===== config.mk =====
export PLATFORM = sky130hd
export DESIGN_NAME = load_store_unit
export DESIGN_NICKNAME = d
export VERILOG_FILES = /design/src/rtl/load_store_unit.sv
export SDC_FILE = /design/constraint.sdc
export NUM_CORES = 1
export LEC_CHECK = 0
export BUFFER_PORTS_ARGS = -buffer_cell sky130_fd_sc_hd__buf_2
export CAP_MARGIN = 10
export CORE_MARGIN = 3
export CORE_UTILIZATION = 53
export DETAILED_ROUTE_END_ITERATION = 7
export PLACE_DENSITY = 0.86
export SLEW_MARGIN = 30
export SYNTH_ARGS = -nofsm -noshare
export SYNTH_HDL_FRONTEND = slang
export SYNTH_SLANG_ARGS = --single-unit

===== constraint.sdc =====
create_clock -name clock -period 4.65 [get_ports clock]
set_clock_uncertainty 0.05 [all_clocks]
set_input_delay 0.2325 -clock clock [delete_from_list [all_inputs] [get_ports clock]]
set_output_delay 0.2325 -clock clock [all_outputs]
set_load 0.01 [all_outputs]

===== src/rtl/load_store_unit.sv =====
// Byte/half/word load-store adapter for a word-wide, 1-cycle-read data memory without byte enables.
// Optional MISALIGN_TRAP_EN: misaligned half/word requests respond at once with resp_error=1.
module load_store_unit #(
  parameter int unsigned RAM_ADDR_BITS = 9,
  parameter int unsigned ADDR_WIDTH    = 32
) (
  input  logic                     clock,
  input  logic                     reset,
  input  logic                     req_valid,
  output logic                     req_ready,
  input  logic                     req_write,
  input  logic [2:0]               req_funct3,
  input  logic [ADDR_WIDTH-1:0]    req_addr,
  input  logic [31:0]              req_wdata,
  output logic                     resp_valid,
  output logic [31:0]              resp_rdata,
  output logic                     resp_error,
  output logic                     mem_enable,
  output logic                     mem_write_enable,
  output logic [RAM_ADDR_BITS-1:0] mem_address,
  output logic [31:0]              mem_wdata,
  input  logic [31:0]              mem_rdata
);

  typedef enum logic [2:0] {StIdle, StIssue, StCapture, StMerge, StResp} state_e;

  state_e                   state_q;
  logic                     write_q;
  logic [2:0]               funct3_q;
  logic [RAM_ADDR_BITS+1:0] addr_q;
  logic [31:0]              wdata_q;
  logic                     resp_valid_q;
  logic [31:0]              resp_rdata_q;
  logic                     resp_error_q;

  logic        accept;
  logic        misaligned;
  logic [7:0]  ld_byte;
  logic [15:0] ld_half;
  logic [31:0] ld_ext;
  logic [31:0] merged;
  logic        unused_addr;

  // Address bits above the RAM window wrap and are intentionally dropped.
  assign unused_addr = ^req_addr[ADDR_WIDTH-1:RAM_ADDR_BITS+2];

  assign accept = req_valid && req_ready;

`ifdef MISALIGN_TRAP_EN
  assign misaligned = req_funct3[1] ? (req_addr[1:0] != 2'b00) : (req_funct3[0] & req_addr[0]);
`else
  assign misaligned = 1'b0;
`endif

  always_comb begin
    ld_byte = mem_rdata[{addr_q[1:0], 3'b000} +: 8];
    ld_half = addr_q[1] ? mem_rdata[31:16] : mem_rdata[15:0];
    if (funct3_q[1]) begin
      ld_ext = mem_rdata;
    end else if (funct3_q[0]) begin
      ld_ext = {{16{~funct3_q[2] & ld_half[15]}}, ld_half};
    end else begin
      ld_ext = {{24{~funct3_q[2] & ld_byte[7]}}, ld_byte};
    end
  end

  always_comb begin
    merged = mem_rdata;
    if (funct3_q[0]) begin
      if (addr_q[1]) merged[31:16] = wdata_q[15:0];
      else           merged[15:0]  = wdata_q[15:0];
    end else begin
      merged[{addr_q[1:0], 3'b000} +: 8] = wdata_q[7:0];
    end
  end

  // Memory strobes are gated by reset so an interrupted read-modify-write never commits.
  assign req_ready        = (state_q == StIdle) && !reset;
  assign mem_enable       = !reset && ((state_q == StIssue) || (state_q == StMerge));
  assign mem_write_enable = !reset && ((state_q == StMerge) ||
                                       ((state_q == StIssue) && write_q && funct3_q[1]));
  assign mem_address      = addr_q[RAM_ADDR_BITS+1:2];
  assign mem_wdata        = (state_q == StMerge) ? merged : wdata_q;

  assign resp_valid = resp_valid_q;
  assign resp_rdata = resp_rdata_q;
  assign resp_error = resp_error_q;

  always_ff @(posedge clock) begin
    if (reset) begin
      state_q      <= StIdle;
      write_q      <= 1'b0;
      funct3_q     <= 3'b000;
      addr_q       <= '0;
      wdata_q      <= 32'h0;
      resp_valid_q <= 1'b0;
      resp_rdata_q <= 32'h0;
      resp_error_q <= 1'b0;
    end else begin
      resp_valid_q <= 1'b0;
      case (state_q)
        StIdle: begin
          if (accept) begin
            write_q  <= req_write;
            funct3_q <= req_funct3;
            addr_q   <= req_addr[RAM_ADDR_BITS+1:0];
            wdata_q  <= req_wdata;
            if (misaligned) begin
              state_q      <= StResp;
              resp_valid_q <= 1'b1;
              resp_rdata_q <= 32'h0;
              resp_error_q <= 1'b1;
            end else begin
              state_q <= StIssue;
            end
          end
        end
        StIssue: begin
          if (write_q && funct3_q[1]) begin
            state_q      <= StResp;
            resp_valid_q <= 1'b1;
            resp_rdata_q <= 32'h0;
            resp_error_q <= 1'b0;
          end else if (write_q) begin
            state_q <= StMerge;
          end else begin
            state_q <= StCapture;
          end
        end
        StCapture: begin
          state_q      <= StResp;
          resp_valid_q <= 1'b1;
          resp_rdata_q <= ld_ext;
          resp_error_q <= 1'b0;
        end
        StMerge: begin
          state_q      <= StResp;
          resp_valid_q <= 1'b1;
          resp_rdata_q <= 32'h0;
          resp_error_q <= 1'b0;
        end
        StResp:  state_q <= StIdle;
        default: state_q <= StIdle;
      endcase
    end
  end

endmodule


==> run_summary.xml, run 1 <==
<?xml version="1.0" encoding="UTF-8"?>
<metrics>
  <group name="yosys">
    <metric name="ys.warnings.count" unit="">0</metric>
    <metric name="synth.yosys.seq_area_share" unit="%">36.4</metric>
    <metric name="synth_xor_area_share" unit="%">0</metric>
    <metric name="synthesized_area_fraction_occupied_by_and_or_nand_nor_cells" unit="%">25.6</metric>
    <metric name="syn_avg_cell_area" unit="um2">8.26</metric>
    <metric name="async_reset_ff_share" unit="%">0</metric>
    <metric name="largest_family_of_logic_cells_by_synthesized_area" unit="">compound AO/OA/AOI/OAI gates</metric>
    <metric name="synth.most_common_cell" unit="">sky130_fd_sc_hd__nand2_1</metric>
    <metric name="multiplexer_fraction_of_the_synthesized_cell_area" unit="%">2.71</metric>
    <metric name="yosys.area_share.adder" unit="%">1.37</metric>
    <metric name="edff_count_synth" unit="">0</metric>
    <metric name="synth.cells.most_frequent" unit="">sky130_fd_sc_hd__nand2_1, sky130_fd_sc_hd__dfxtp_1, sky130_fd_sc_hd__nand3b_1</metric>
    <metric name="mappedNetlistNets" unit="">661</metric>
    <metric name="dominantRegCellSynth" unit="">sky130_fd_sc_hd__dfxtp_1</metric>
    <metric name="synth_compound_area_share" unit="%">26.3</metric>
    <metric name="synth.ff_latch_count" unit="">83</metric>
    <metric name="syn_inst" unit="">553</metric>
    <metric name="post_synth_num_cell_types" unit="">50</metric>
    <metric name="netlist_top_cells_area" unit="">sky130_fd_sc_hd__dfxtp_1, sky130_fd_sc_hd__nand2_1, sky130_fd_sc_hd__nand3b_1, sky130_fd_sc_hd__a22o_1, sky130_fd_sc_hd__a221o_1</metric>
    <metric name="synthesis.area" unit="mm2">0.00457</metric>
    <metric name="post_synth_top_area_share" unit="%">36.4</metric>
    <metric name="synth.largest_area_cell" unit="">sky130_fd_sc_hd__dfxtp_1</metric>
  </group>
  <group name="routing">
    <metric name="detailroute.via_count" unit="">4669</metric>
    <metric name="ant_nets" unit="">0</metric>
    <metric name="drt_iter0_markers" unit="">242</metric>
    <metric name="detail_route.drc_violations" unit="">0</metric>
    <metric name="routed_length_per_instance" unit="um">18.1</metric>
    <metric name="finalWirelength" unit="um">14400</metric>
    <metric name="pre_repair_dr_iteration_count" unit="">5</metric>
    <metric name="routed_via_density" unit="">5.86</metric>
  </group>
  <group name="sta">
    <metric name="final_hold_violating_endpoints" unit="">0</metric>
    <metric name="worst_slew_margin_rel" unit="%">39.3</metric>
    <metric name="total_of_endpoints_with_negative_setup_slack_in_the_final_report" unit="">0</metric>
    <metric name="fmax" unit="MHz">316</metric>
    <metric name="setup_repair_after_global_routing_missed_its_margin" unit="">no</metric>
    <metric name="transition_time_of_the_tightest_slew_check_pin" unit="ns">0.910</metric>
    <metric name="timing.final.crit_period" unit="ns">3.17</metric>
    <metric name="finalCritPeriodShare" unit="%">68.1</metric>
    <metric name="total_neg_setup_slack" unit="ns">0</metric>
    <metric name="fin_max_slew_vios" unit="">0</metric>
  </group>
  <group name="pwr">
    <metric name="cell_internal_pwr" unit="mW">1.20</metric>
    <metric name="switching_power" unit="mW">0.525</metric>
    <metric name="vdd.ir_drop.worst" unit="mV">0.150</metric>
    <metric name="p_per_area" unit="mW/mm2">307</metric>
    <metric name="swShare" unit="%">30.5</metric>
    <metric name="p_comb_share" unit="%">21.0</metric>
    <metric name="p_leak" unit="nW">2.68</metric>
    <metric name="power.share.sequential" unit="%">47.0</metric>
    <metric name="clkPwrFrac" unit="%">32.0</metric>
  </group>
  <group name="floorplan">
    <metric name="number_of_standard_cell_rows_in_the_floorplan" unit="">33</metric>
    <metric name="dieArea" unit="mm2">0.00977</metric>
    <metric name="initial_utilization" unit="%">55.0</metric>
    <metric name="floorplan.die.height" unit="um">98.8</metric>
    <metric name="core" unit="mm2">0.00830</metric>
    <metric name="die_width" unit="um">98.8</metric>
    <metric name="ioPinCount" unit="">181</metric>
  </group>
  <group name="clock_network">
    <metric name="root_cell_of_the_clock_tree" unit="">sky130_fd_sc_hd__clkbuf_8</metric>
    <metric name="postCtsHoldBufs" unit="">17</metric>
    <metric name="cts_tree" unit="">built</metric>
    <metric name="clk_transition_reported_paths" unit="ns">0.09</metric>
    <metric name="cts_max_level" unit="">3</metric>
    <metric name="cts_made_buffers" unit="">9</metric>
    <metric name="clock-sinks" unit="">83</metric>
    <metric name="postCtsSetupRepairBufs" unit="">0</metric>
    <metric name="postCtsResizedCells" unit="">0</metric>
    <metric name="clk-insertion-delay-late" unit="ns">0.36</metric>
    <metric name="clk_path_buf_depth" unit="">2</metric>
  </group>
  <group name="final_layout">
    <metric name="layout.cells.non_filler" unit="">797</metric>
    <metric name="post_route_cells_drive_above_1_share" unit="%">28.3</metric>
    <metric name="antenna_cells_inserted" unit="">0</metric>
    <metric name="design.final.nets" unit="">795</metric>
    <metric name="num-fill-cells" unit="">726</metric>
    <metric name="area.growth.synth_to_final" unit="%">22.8</metric>
  </group>
  <group name="grt">
    <metric name="largest_net_degree_at_the_start_of_global_routing" unit="">53</metric>
    <metric name="grt_util_all_layers" unit="%">29.4</metric>
    <metric name="first_global_vias" unit="">4499</metric>
    <metric name="grt_first_pass_wirelength" unit="um">23000</metric>
    <metric name="globalRouteOverflowTotal" unit="">0</metric>
    <metric name="number_of_antenna_violations_at_the_first_check_in_global_routing" unit="">0</metric>
  </group>
  <group name="hold_path">
    <metric name="worst_hold_path.num_cells" unit="">3</metric>
    <metric name="min_delay_worst_endpoint" unit="">funct3_q[2]</metric>
    <metric name="holdCritStartpoint" unit="">req_funct3[2]</metric>
    <metric name="hp-class" unit="">input pin to register</metric>
  </group>
  <group name="worst_setup_path">
    <metric name="r2r_cells" unit="">4</metric>
    <metric name="critical_path_peak_fanout" unit="">39</metric>
    <metric name="cp-end-kind" unit="">output port</metric>
    <metric name="worstPathRequired" unit="ns">4.37</metric>
    <metric name="timing.critical_path.from" unit="">addr_q[1]</metric>
    <metric name="regToRegSetupSlack" unit="ns">2.28</metric>
    <metric name="r2r_end" unit="">resp_rdata[8]</metric>
    <metric name="worst_setup_path_start_kind" unit="">register</metric>
    <metric name="cp.arrival" unit="ns">2.88</metric>
    <metric name="timing.setup.critical_path_class" unit="">register to output port</metric>
    <metric name="r2r-start" unit="">state_q[1]</metric>
  </group>
  <group name="placement">
    <metric name="numPortBuffers" unit="">158</metric>
    <metric name="post-dp-hpwl" unit="um">10300</metric>
    <metric name="finalWeightedCongestion" unit="">0.943</metric>
    <metric name="dpl.cell_count" unit="">764</metric>
  </group>
  <group name="flow_run">
    <metric name="drv_cap" unit="">0</metric>
  </group>
  <group name="outcome">
    <metric name="run_status" unit="">finished clean</metric>
  </group>
</metrics>
area by class of cell:
type,count,area (um2),area share [%]
well taps,105,131,2.34
flip-flops and latches,83,1660,29.6
clock buffers,11,151,2.70
clock inverters,5,61.3,1.09
repair buffers,179,991,17.7
multi-input cells,401,2560,45.7
inverters,13,48.8,0.870
kinds of logic (layout without fill, tap and decap cells):
kind of cell / count (synthesis) / in the layout
and+or+nand+nor: 225 / 225
AOI/OAI and AO/OA: 159 / 159
DFF: 83 / 83
buffers and inverters: 69 / 208
muxes: 11 / 11
adders and majority gates: 5 / 5
other: 1 / 1
layer usage:
| layer | vias up | wire [um] | track usage [%] |
|---|---|---|---|
| met5 | - | 0 | 0 |
| met4 | 0 | 450 | 12.1 |
| met3 | 33 | 1030 | 4.25 |
| met2 | 208 | 6890 | 48.1 |
| met1 | 2187 | 6050 | 39.0 |
| li1 | 2241 | - | - |
worst max-delay path, stage by stage (launching register included):
cell and delay [ns]:
sky130_fd_sc_hd__dfxtp_1 0.32, sky130_fd_sc_hd__buf_4 0.41, sky130_fd_sc_hd__inv_2 0.23, sky130_fd_sc_hd__ha_1 0.31, sky130_fd_sc_hd__or4_4 0.52, sky130_fd_sc_hd__o21ai_4 0.25, sky130_fd_sc_hd__a22oi_1 0.14, sky130_fd_sc_hd__o21ai_1 0.18
sky130_fd_sc_hd__buf_2 0.16
worst max-delay path by stage:
stage                               end
after global routing      mem_wdata[17]
after floorplan           mem_wdata[16]
after CTS                 mem_wdata[17]
final                     mem_wdata[19]
after global placement    mem_wdata[17]
after detailed placement  mem_wdata[17]
layout by cell type, fill, tap and decap left out, drive strengths merged, types with 11 or more instances in the layout:
cell and count:
dlygate4sd3 17, buf 162, nand2 126, dfxtp 83
a22o 39, nor2 19, o21ai 33, a21oi 27
inv 13, clkbuf 11, a221o 24, nand3b 53
flip-flops by register name (all words and copies together), names as in the netlist:
name / cells
addr_q: 11
funct3_q: 3
resp_rdata: 32
resp_valid: 1
state_q: 3
wdata_q: 32
write_q: 1
metrics by stage:
step | setup WS (ns) | area, um2 | util [%] | power [mW] | hold WS [ns]
floorplan | 2.20 | 4570 | - | 1.04 | 0.281
global placement | 1.91 | 5220 | 62.9 | 1.16 | 0.364
detailed placement | 1.91 | 5220 | 62.9 | 1.17 | 0.371
CTS | 1.49 | 5610 | 67.6 | 1.73 | 0.0000256
global route | 1.32 | 5610 | 67.6 | 1.80 | 0.0107
finish | 1.48 | 5610 | 67.6 | 1.72 | 0.00778
power groups by stage:
stage               sequential, mW  clock (mW)  combinational (mW)
finish                       0.809       0.551               0.361
global route                 0.813       0.586               0.397
CTS                          0.807       0.563               0.359
detailed placement           0.823           0               0.346
global placement             0.820           0               0.340
floorplan                    0.806           0               0.230
Note: power is estimated with default switching activity, not from simulation.
==> run 2, diff against run 1 <==
--- a/config.mk
+++ b/config.mk
@@ -8,9 +8,9 @@
 export BUFFER_PORTS_ARGS = -buffer_cell sky130_fd_sc_hd__buf_2
 export CAP_MARGIN = 10
 export CORE_MARGIN = 3
-export CORE_UTILIZATION = 53
+export CORE_UTILIZATION = 49
 export DETAILED_ROUTE_END_ITERATION = 7
-export PLACE_DENSITY = 0.86
+export PLACE_DENSITY = 0.81
 export SLEW_MARGIN = 30
 export SYNTH_ARGS = -nofsm -noshare
 export SYNTH_HDL_FRONTEND = slang
==> constraint.sdc (replaced) <==
create_clock -name clock -period 3.01 [get_ports clock]
set_clock_uncertainty 0.05 [all_clocks]
set_input_delay 0.1505 -clock clock [delete_from_list [all_inputs] [get_ports clock]]
set_output_delay 0.1505 -clock clock [all_outputs]
set_load 0.01 [all_outputs]
==> run 2 against run 1 <==
Against the previous run:
- count of clock-buffer cells in the layout down 1
- sequential cell count unchanged
- critical path type unchanged
- wire length grew 3.6%
- critical endpoint is now mem_wdata[18]
- combinational power is 67% higher
- highest routed layer unchanged
- die area increased by 7.7%
- hold slack gained 0.019 ns
- sequential share of layout area fell by 1.7 points
- global-route usage is 1.8 points lower
- largest cell class unchanged
==> run_summary.xml, run 2 (same netlist as run 1, synthesis figures left out) <==
<?xml version="1.0" encoding="UTF-8"?>
<metrics>
  <group name="placement">
    <metric name="post-dp-hpwl" unit="um">10400</metric>
    <metric name="numPortBuffers" unit="">158</metric>
    <metric name="placed_area" unit="mm2">0.00528</metric>
    <metric name="finalWeightedCongestion" unit="">1.02</metric>
    <metric name="detailedPlace.worstSlack" unit="ns">0.828</metric>
  </group>
  <group name="floorplan">
    <metric name="floorplan.die.height" unit="um">103</metric>
    <metric name="number_of_standard_cell_rows_in_the_floorplan" unit="">34</metric>
    <metric name="die_width" unit="um">103</metric>
    <metric name="ioPinCount" unit="">181</metric>
    <metric name="dieArea" unit="mm2">0.0105</metric>
    <metric name="initial_utilization" unit="%">51.4</metric>
    <metric name="core" unit="mm2">0.00889</metric>
  </group>
  <group name="final_layout">
    <metric name="design.final.nets" unit="">832</metric>
    <metric name="design_area" unit="mm2">0.00596</metric>
    <metric name="num-fill-cells" unit="">747</metric>
    <metric name="area.growth.synth_to_final" unit="%">30.4</metric>
    <metric name="antenna_cells_inserted" unit="">0</metric>
    <metric name="post_route_cells_drive_above_1_share" unit="%">27.5</metric>
    <metric name="final_common_cell" unit="">sky130_fd_sc_hd__buf_2</metric>
    <metric name="layout.cells.most_common_list" unit="">sky130_fd_sc_hd__buf_2, sky130_fd_sc_hd__nand2_1, sky130_fd_sc_hd__dfxtp_1</metric>
  </group>
  <group name="sta">
    <metric name="setup_repair_after_global_routing_missed_its_margin" unit="">no</metric>
    <metric name="final_hold_violating_endpoints" unit="">0</metric>
    <metric name="fin_max_slew_vios" unit="">0</metric>
    <metric name="timing.final.crit_period" unit="ns">2.57</metric>
    <metric name="setup_ws" unit="ns">0.443</metric>
    <metric name="worst_slew_margin_rel" unit="%">40.4</metric>
    <metric name="fmax" unit="MHz">390</metric>
    <metric name="total_neg_setup_slack" unit="ns">0</metric>
    <metric name="finalCritPeriodShare" unit="%">85.3</metric>
    <metric name="transition_time_of_the_tightest_slew_check_pin" unit="ns">0.893</metric>
    <metric name="total_of_endpoints_with_negative_setup_slack_in_the_final_report" unit="">0</metric>
  </group>
  <group name="worst_setup_path">
    <metric name="cp-end-kind" unit="">output port</metric>
    <metric name="timing.setup.critical_path_class" unit="">register to output port</metric>
    <metric name="critical-path-max-stage-delay" unit="ns">0.53</metric>
    <metric name="critical_path_peak_fanout" unit="">12</metric>
    <metric name="cell_family_contributing_the_most_delay_on_the_critical_path" unit="">compound AO/OA/AOI/OAI gates</metric>
    <metric name="worst_setup_path_start_kind" unit="">register</metric>
    <metric name="path_buf_inv" unit="">2</metric>
    <metric name="cp.arrival" unit="ns">2.37</metric>
    <metric name="critPathSlowestCell" unit="">sky130_fd_sc_hd__or4_4</metric>
    <metric name="worstPathRequired" unit="ns">2.81</metric>
    <metric name="worstPathCellList" unit="">inv_2 &gt; ha_1 &gt; or4_4 &gt; o21ai_4 &gt; a22oi_1 &gt; o21ai_1 &gt; buf_2</metric>
  </group>
  <group name="routing">
    <metric name="pre_repair_dr_iteration_count" unit="">5</metric>
    <metric name="routed_length_per_instance" unit="um">17.9</metric>
    <metric name="drt_iter0_markers" unit="">395</metric>
    <metric name="detailroute.via_count" unit="">4917</metric>
    <metric name="detail_route.drc_violations" unit="">0</metric>
    <metric name="ant_nets" unit="">0</metric>
    <metric name="finalWirelength" unit="um">14900</metric>
    <metric name="routed_via_density" unit="">5.88</metric>
  </group>
  <group name="grt">
    <metric name="globalRouteOverflowTotal" unit="">0</metric>
    <metric name="groute.layer.met2.usage" unit="%">45.5</metric>
    <metric name="gr-max-usage-layer" unit="">met2</metric>
    <metric name="first_global_vias" unit="">4577</metric>
    <metric name="grt_util_all_layers" unit="%">27.7</metric>
    <metric name="grt_first_pass_wirelength" unit="um">22900</metric>
    <metric name="global_route.usage.met1" unit="%">35.6</metric>
    <metric name="grt_util_met3" unit="%">4.53</metric>
    <metric name="largest_net_degree_at_the_start_of_global_routing" unit="">53</metric>
    <metric name="number_of_antenna_violations_at_the_first_check_in_global_routing" unit="">0</metric>
  </group>
  <group name="outcome">
    <metric name="run_status" unit="">finished clean</metric>
  </group>
  <group name="pwr">
    <metric name="cell_internal_pwr" unit="mW">1.91</metric>
    <metric name="clkPwrFrac" unit="%">31.8</metric>
    <metric name="p_comb_share" unit="%">22.3</metric>
    <metric name="swShare" unit="%">29.4</metric>
    <metric name="power.share.sequential" unit="%">45.9</metric>
    <metric name="switching_power" unit="mW">0.797</metric>
    <metric name="total_power" unit="mW">2.71</metric>
    <metric name="vdd.ir_drop.worst" unit="mV">0.216</metric>
    <metric name="p_per_area" unit="mW/mm2">455</metric>
    <metric name="p_leak" unit="nW">2.85</metric>
  </group>
  <group name="hold_path">
    <metric name="hp-class" unit="">input pin to register</metric>
  </group>
  <group name="clock_network">
    <metric name="cts_max_level" unit="">3</metric>
    <metric name="cts_made_buffers" unit="">9</metric>
    <metric name="postCtsSetupRepairBufs" unit="">0</metric>
    <metric name="postCtsResizedCells" unit="">0</metric>
    <metric name="cts_tree" unit="">built</metric>
    <metric name="root_cell_of_the_clock_tree" unit="">sky130_fd_sc_hd__clkbuf_8</metric>
    <metric name="clk_transition_reported_paths" unit="ns">0.09</metric>
    <metric name="clk-insertion-delay-late" unit="ns">0.35</metric>
    <metric name="clock-sinks" unit="">83</metric>
    <metric name="clk_path_buf_depth" unit="">2</metric>
  </group>
  <group name="flow_run">
    <metric name="drv_cap" unit="">0</metric>
  </group>
</metrics>
[run 2: cell types whose count changed in the layout (fill, tap and decap cells not counted), moves of 2 or more]
cell	change
sky130_fd_sc_hd__dlygate4sd3_1	+30
sky130_fd_sc_hd__clkinvlp_4	-3
sky130_fd_sc_hd__clkbuf_8	-2
sky130_fd_sc_hd__clkinv_2	+2
sky130_fd_sc_hd__buf_4	+7
[run 2: repair_timing]
action                                  4_1_cts  5_1_grt
hold buffers                                 47        0
endpoints found under the hold margin        47        0
endpoints found under the setup margin        0        0
[run 2: metal layers]
metal  vias to the layer above  routed length (um)
li1                       2305                   -
met1                      2294                5980
met2                       260                7110
met3                        58                1210
met4                         0                 628
met5                         -                   0
[run 2: worst paths after layout]
| check | end | depth (start not counted) | slack, ns | start |
|---|---|---|---|---|
| worst max-delay path | mem_wdata[18] | 7 | 0.44 | addr_q[1] |
| worst min register to register | resp_rdata[5] | 2 | 0.42 | resp_rdata[5] |
| worst max register to register | resp_rdata[22] | 5 | 0.82 | addr_q[1] |
| worst min-delay path | resp_rdata[21] | 2 | 0.03 | mem_rdata[21] |
[run 2: worst register-to-register path, delay by kind of cell (launching register included)]
kind	cells	cell delay, ns
multiplexers	2	0.37
AND/OR/NAND/NOR	1	0.74
flip-flops	1	0.35
buffers and inverters	1	0.40
AO/OA/AOI/OAI	1	0.22
[run 2: power by group through the flow]
stage	clock, mW	combinational [mW]	sequential (mW)
after CTS	0.870	0.595	1.24
after floorplan	0	0.356	1.24
after global placement	0	0.533	1.26
after global routing	0.902	0.660	1.25
after detailed placement	0	0.546	1.27
final	0.861	0.604	1.24
[run 2: cell type report]
class / instances / area (um2) / area share, %
timing repair buffer: 216 / 1340 / 22.6
clock inverter: 5 / 78.8 / 1.32
tap: 108 / 135 / 2.27
multi-input combinational: 401 / 2560 / 43.0
clock buffer: 10 / 128 / 2.14
sequential: 83 / 1660 / 27.9
inverter: 13 / 48.8 / 0.819
[run 2: stage by stage]
step	utilization, %	cells	hold slack, ns
final	67.0	836	0.0266
after global routing	67.0	836	0.0212
after CTS	67.0	836	0.00817
after detailed placement	59.4	774	0.286
after global placement	59.4	774	0.284
after floorplan	-	553	0.199
==> run 3, diff against run 2 <==
--- a/config.mk
+++ b/config.mk
@@ -5,7 +5,7 @@
 export SDC_FILE = /design/constraint.sdc
 export NUM_CORES = 1
 export LEC_CHECK = 0
-export BUFFER_PORTS_ARGS = -buffer_cell sky130_fd_sc_hd__buf_2
+export BUFFER_PORTS_ARGS = -buffer_cell sky130_fd_sc_hd__clkbuf_2
 export CAP_MARGIN = 10
 export CORE_MARGIN = 3
 export CORE_UTILIZATION = 49
==> run 3 against run 2 <==
Against the previous run:
- via count is 0.53% lower
- worst setup slack worse by 0.22 ns
- total power is 3.1% higher
- critical path type unchanged
- utilization is 0.32 points higher
- global-route usage is 0.059 points higher
- die area stayed put
- combinational power is 1% lower
- cell count is 0.12% higher
- final area is 0.48% higher
==> run_summary.xml, run 3 (same netlist as run 1, synthesis figures left out) <==
<?xml version="1.0" encoding="UTF-8"?>
<metrics>
  <group name="sta">
    <metric name="total_of_endpoints_with_negative_setup_slack_in_the_final_report" unit="">0</metric>
    <metric name="total_neg_setup_slack" unit="ns">0</metric>
    <metric name="timing.final.crit_period" unit="ns">2.79</metric>
    <metric name="setup_ws" unit="ns">0.223</metric>
    <metric name="transition_time_of_the_tightest_slew_check_pin" unit="ns">0.876</metric>
    <metric name="finalCritPeriodShare" unit="%">92.6</metric>
    <metric name="fin_max_slew_vios" unit="">0</metric>
    <metric name="worst_slew_margin_rel" unit="%">41.5</metric>
    <metric name="setup_repair_after_global_routing_missed_its_margin" unit="">no</metric>
    <metric name="fmax" unit="MHz">359</metric>
    <metric name="final_hold_violating_endpoints" unit="">0</metric>
  </group>
  <group name="pwr">
    <metric name="p_leak" unit="nW">2.81</metric>
    <metric name="total_power" unit="mW">2.79</metric>
    <metric name="p_per_area" unit="mW/mm2">467</metric>
    <metric name="vdd.ir_drop.worst" unit="mV">0.346</metric>
  </group>
  <group name="worst_setup_path">
    <metric name="critical_path_peak_fanout" unit="">23</metric>
    <metric name="timing.setup.critical_path_class" unit="">register to output port</metric>
    <metric name="worst_setup_path_start_kind" unit="">register</metric>
    <metric name="cp-end-kind" unit="">output port</metric>
    <metric name="worstPathRequired" unit="ns">2.81</metric>
    <metric name="cp.arrival" unit="ns">2.59</metric>
  </group>
  <group name="final_layout">
    <metric name="final_common_cell" unit="">sky130_fd_sc_hd__clkbuf_2</metric>
    <metric name="post-route-util" unit="%">67.3</metric>
    <metric name="design.final.nets" unit="">832</metric>
    <metric name="area.growth.synth_to_final" unit="%">31.0</metric>
    <metric name="layout.cells.most_common_list" unit="">sky130_fd_sc_hd__clkbuf_2, sky130_fd_sc_hd__nand2_1, sky130_fd_sc_hd__dfxtp_1</metric>
    <metric name="antenna_cells_inserted" unit="">0</metric>
    <metric name="layout.cells.non_filler" unit="">837</metric>
    <metric name="num-fill-cells" unit="">738</metric>
    <metric name="post_route_cells_drive_above_1_share" unit="%">27.7</metric>
  </group>
  <group name="grt">
    <metric name="number_of_antenna_violations_at_the_first_check_in_global_routing" unit="">0</metric>
    <metric name="groute.layer.met2.usage" unit="%">43.7</metric>
    <metric name="largest_net_degree_at_the_start_of_global_routing" unit="">49</metric>
    <metric name="grt_util_all_layers" unit="%">27.7</metric>
    <metric name="first_global_vias" unit="">4438</metric>
    <metric name="global_route.usage.met1" unit="%">36.0</metric>
    <metric name="grt_util_met3" unit="%">6.36</metric>
    <metric name="gr-max-usage-layer" unit="">met2</metric>
    <metric name="globalRouteOverflowTotal" unit="">0</metric>
    <metric name="grt_first_pass_wirelength" unit="um">22800</metric>
  </group>
  <group name="routing">
    <metric name="ant_nets" unit="">0</metric>
    <metric name="detailroute.via_count" unit="">4891</metric>
    <metric name="routed_length_per_instance" unit="um">17.8</metric>
    <metric name="drt_iter0_markers" unit="">435</metric>
    <metric name="finalWirelength" unit="um">14900</metric>
    <metric name="detail_route.drc_violations" unit="">0</metric>
    <metric name="pre_repair_dr_iteration_count" unit="">5</metric>
    <metric name="routed_via_density" unit="">5.84</metric>
  </group>
  <group name="placement">
    <metric name="post-dp-hpwl" unit="um">10500</metric>
    <metric name="numPortBuffers" unit="">158</metric>
    <metric name="detailedPlace.worstSlack" unit="ns">0.500</metric>
    <metric name="finalWeightedCongestion" unit="">0.994</metric>
    <metric name="dpl.cell_count" unit="">774</metric>
  </group>
  <group name="floorplan">
    <metric name="dieArea" unit="mm2">0.0105</metric>
    <metric name="floorplan.die.height" unit="um">103</metric>
    <metric name="ioPinCount" unit="">181</metric>
    <metric name="initial_utilization" unit="%">51.4</metric>
    <metric name="core" unit="mm2">0.00889</metric>
    <metric name="number_of_standard_cell_rows_in_the_floorplan" unit="">34</metric>
    <metric name="die_width" unit="um">103</metric>
  </group>
  <group name="flow_run">
    <metric name="drv_cap" unit="">0</metric>
  </group>
  <group name="clock_network">
    <metric name="clk_path_buf_depth" unit="">2</metric>
    <metric name="clk-insertion-delay-late" unit="ns">0.36</metric>
    <metric name="cts_made_buffers" unit="">9</metric>
    <metric name="cts_max_level" unit="">3</metric>
    <metric name="clk_transition_reported_paths" unit="ns">0.09</metric>
    <metric name="cts_tree" unit="">built</metric>
    <metric name="postCtsSetupRepairBufs" unit="">0</metric>
    <metric name="clock-sinks" unit="">83</metric>
    <metric name="root_cell_of_the_clock_tree" unit="">sky130_fd_sc_hd__clkbuf_8</metric>
  </group>
  <group name="hold_path">
    <metric name="hp-class" unit="">input pin to register</metric>
  </group>
  <group name="outcome">
    <metric name="run_status" unit="">finished clean</metric>
  </group>
</metrics>
-- run 3: changes by cell type in the layout (fill, tap and decap cells not counted), sizes merged --
cell,change
buf,-158
clkbuf,+159
clkinv,-3
clkinvlp,+2
inv,+1
-- run 3: final timing paths --
kind	from	endpoint	slack (ns)	depth (start not counted)
setup / recovery	funct3_q[0]	mem_wdata[18]	0.22	5
hold / removal	mem_rdata[21]	resp_rdata[21]	0.02	2
hold reg to reg	resp_rdata[0]	resp_rdata[0]	0.42	2
setup reg to reg	funct3_q[0]	resp_rdata[20]	0.47	5
-- run 3: power breakdown --
group          leakage, nW  switching (mW)  internal, mW
sequential           0.679          0.0832          1.17
clock                0.112           0.427         0.516
combinational         2.02           0.320         0.278
-- run 3: critical path, cell delays in order (launching register included) --
cell,delay (ns)
sky130_fd_sc_hd__dfxtp_1,0.86
sky130_fd_sc_hd__inv_1,0.27
sky130_fd_sc_hd__a21boi_1,0.58
sky130_fd_sc_hd__a22oi_1,0.15
sky130_fd_sc_hd__o21ai_1,0.21
sky130_fd_sc_hd__clkbuf_2,0.16
-- run 3: metrics by stage --
step / hold slack [ns] / instance area, um2
CTS: 0.0123 / 5990
floorplan: 0.199 / 4570
finish: 0.0231 / 5990
global route: 0.0158 / 5990
global placement: 0.285 / 5280
detailed placement: 0.289 / 5280
-- run 3: cell type report --
type,count,area [um2],share of cell area [%]
clock inverters,5,83.8,1.40
well taps,108,135,2.26
flip-flops and latches,83,1660,27.8
repair buffers,216,1340,22.4
multi-input cells,401,2560,42.8
inverters,13,48.8,0.815
clock buffers,11,151,2.53
-- run 3: what timing repair did --
action	in CTS	in global routing
hold buffers	47	0
gates resized for setup	0	0
endpoints found under the hold margin	47	0
-- run 3: layer usage --
| layer | vias to the layer above | share of wire, % |
|---|---|---|
| li1 | 2319 | - |
| met1 | 2211 | 40 |
| met2 | 298 | 47 |
| met3 | 63 | 8.7 |
| met4 | 0 | 4.2 |
| met5 | - | 0 |
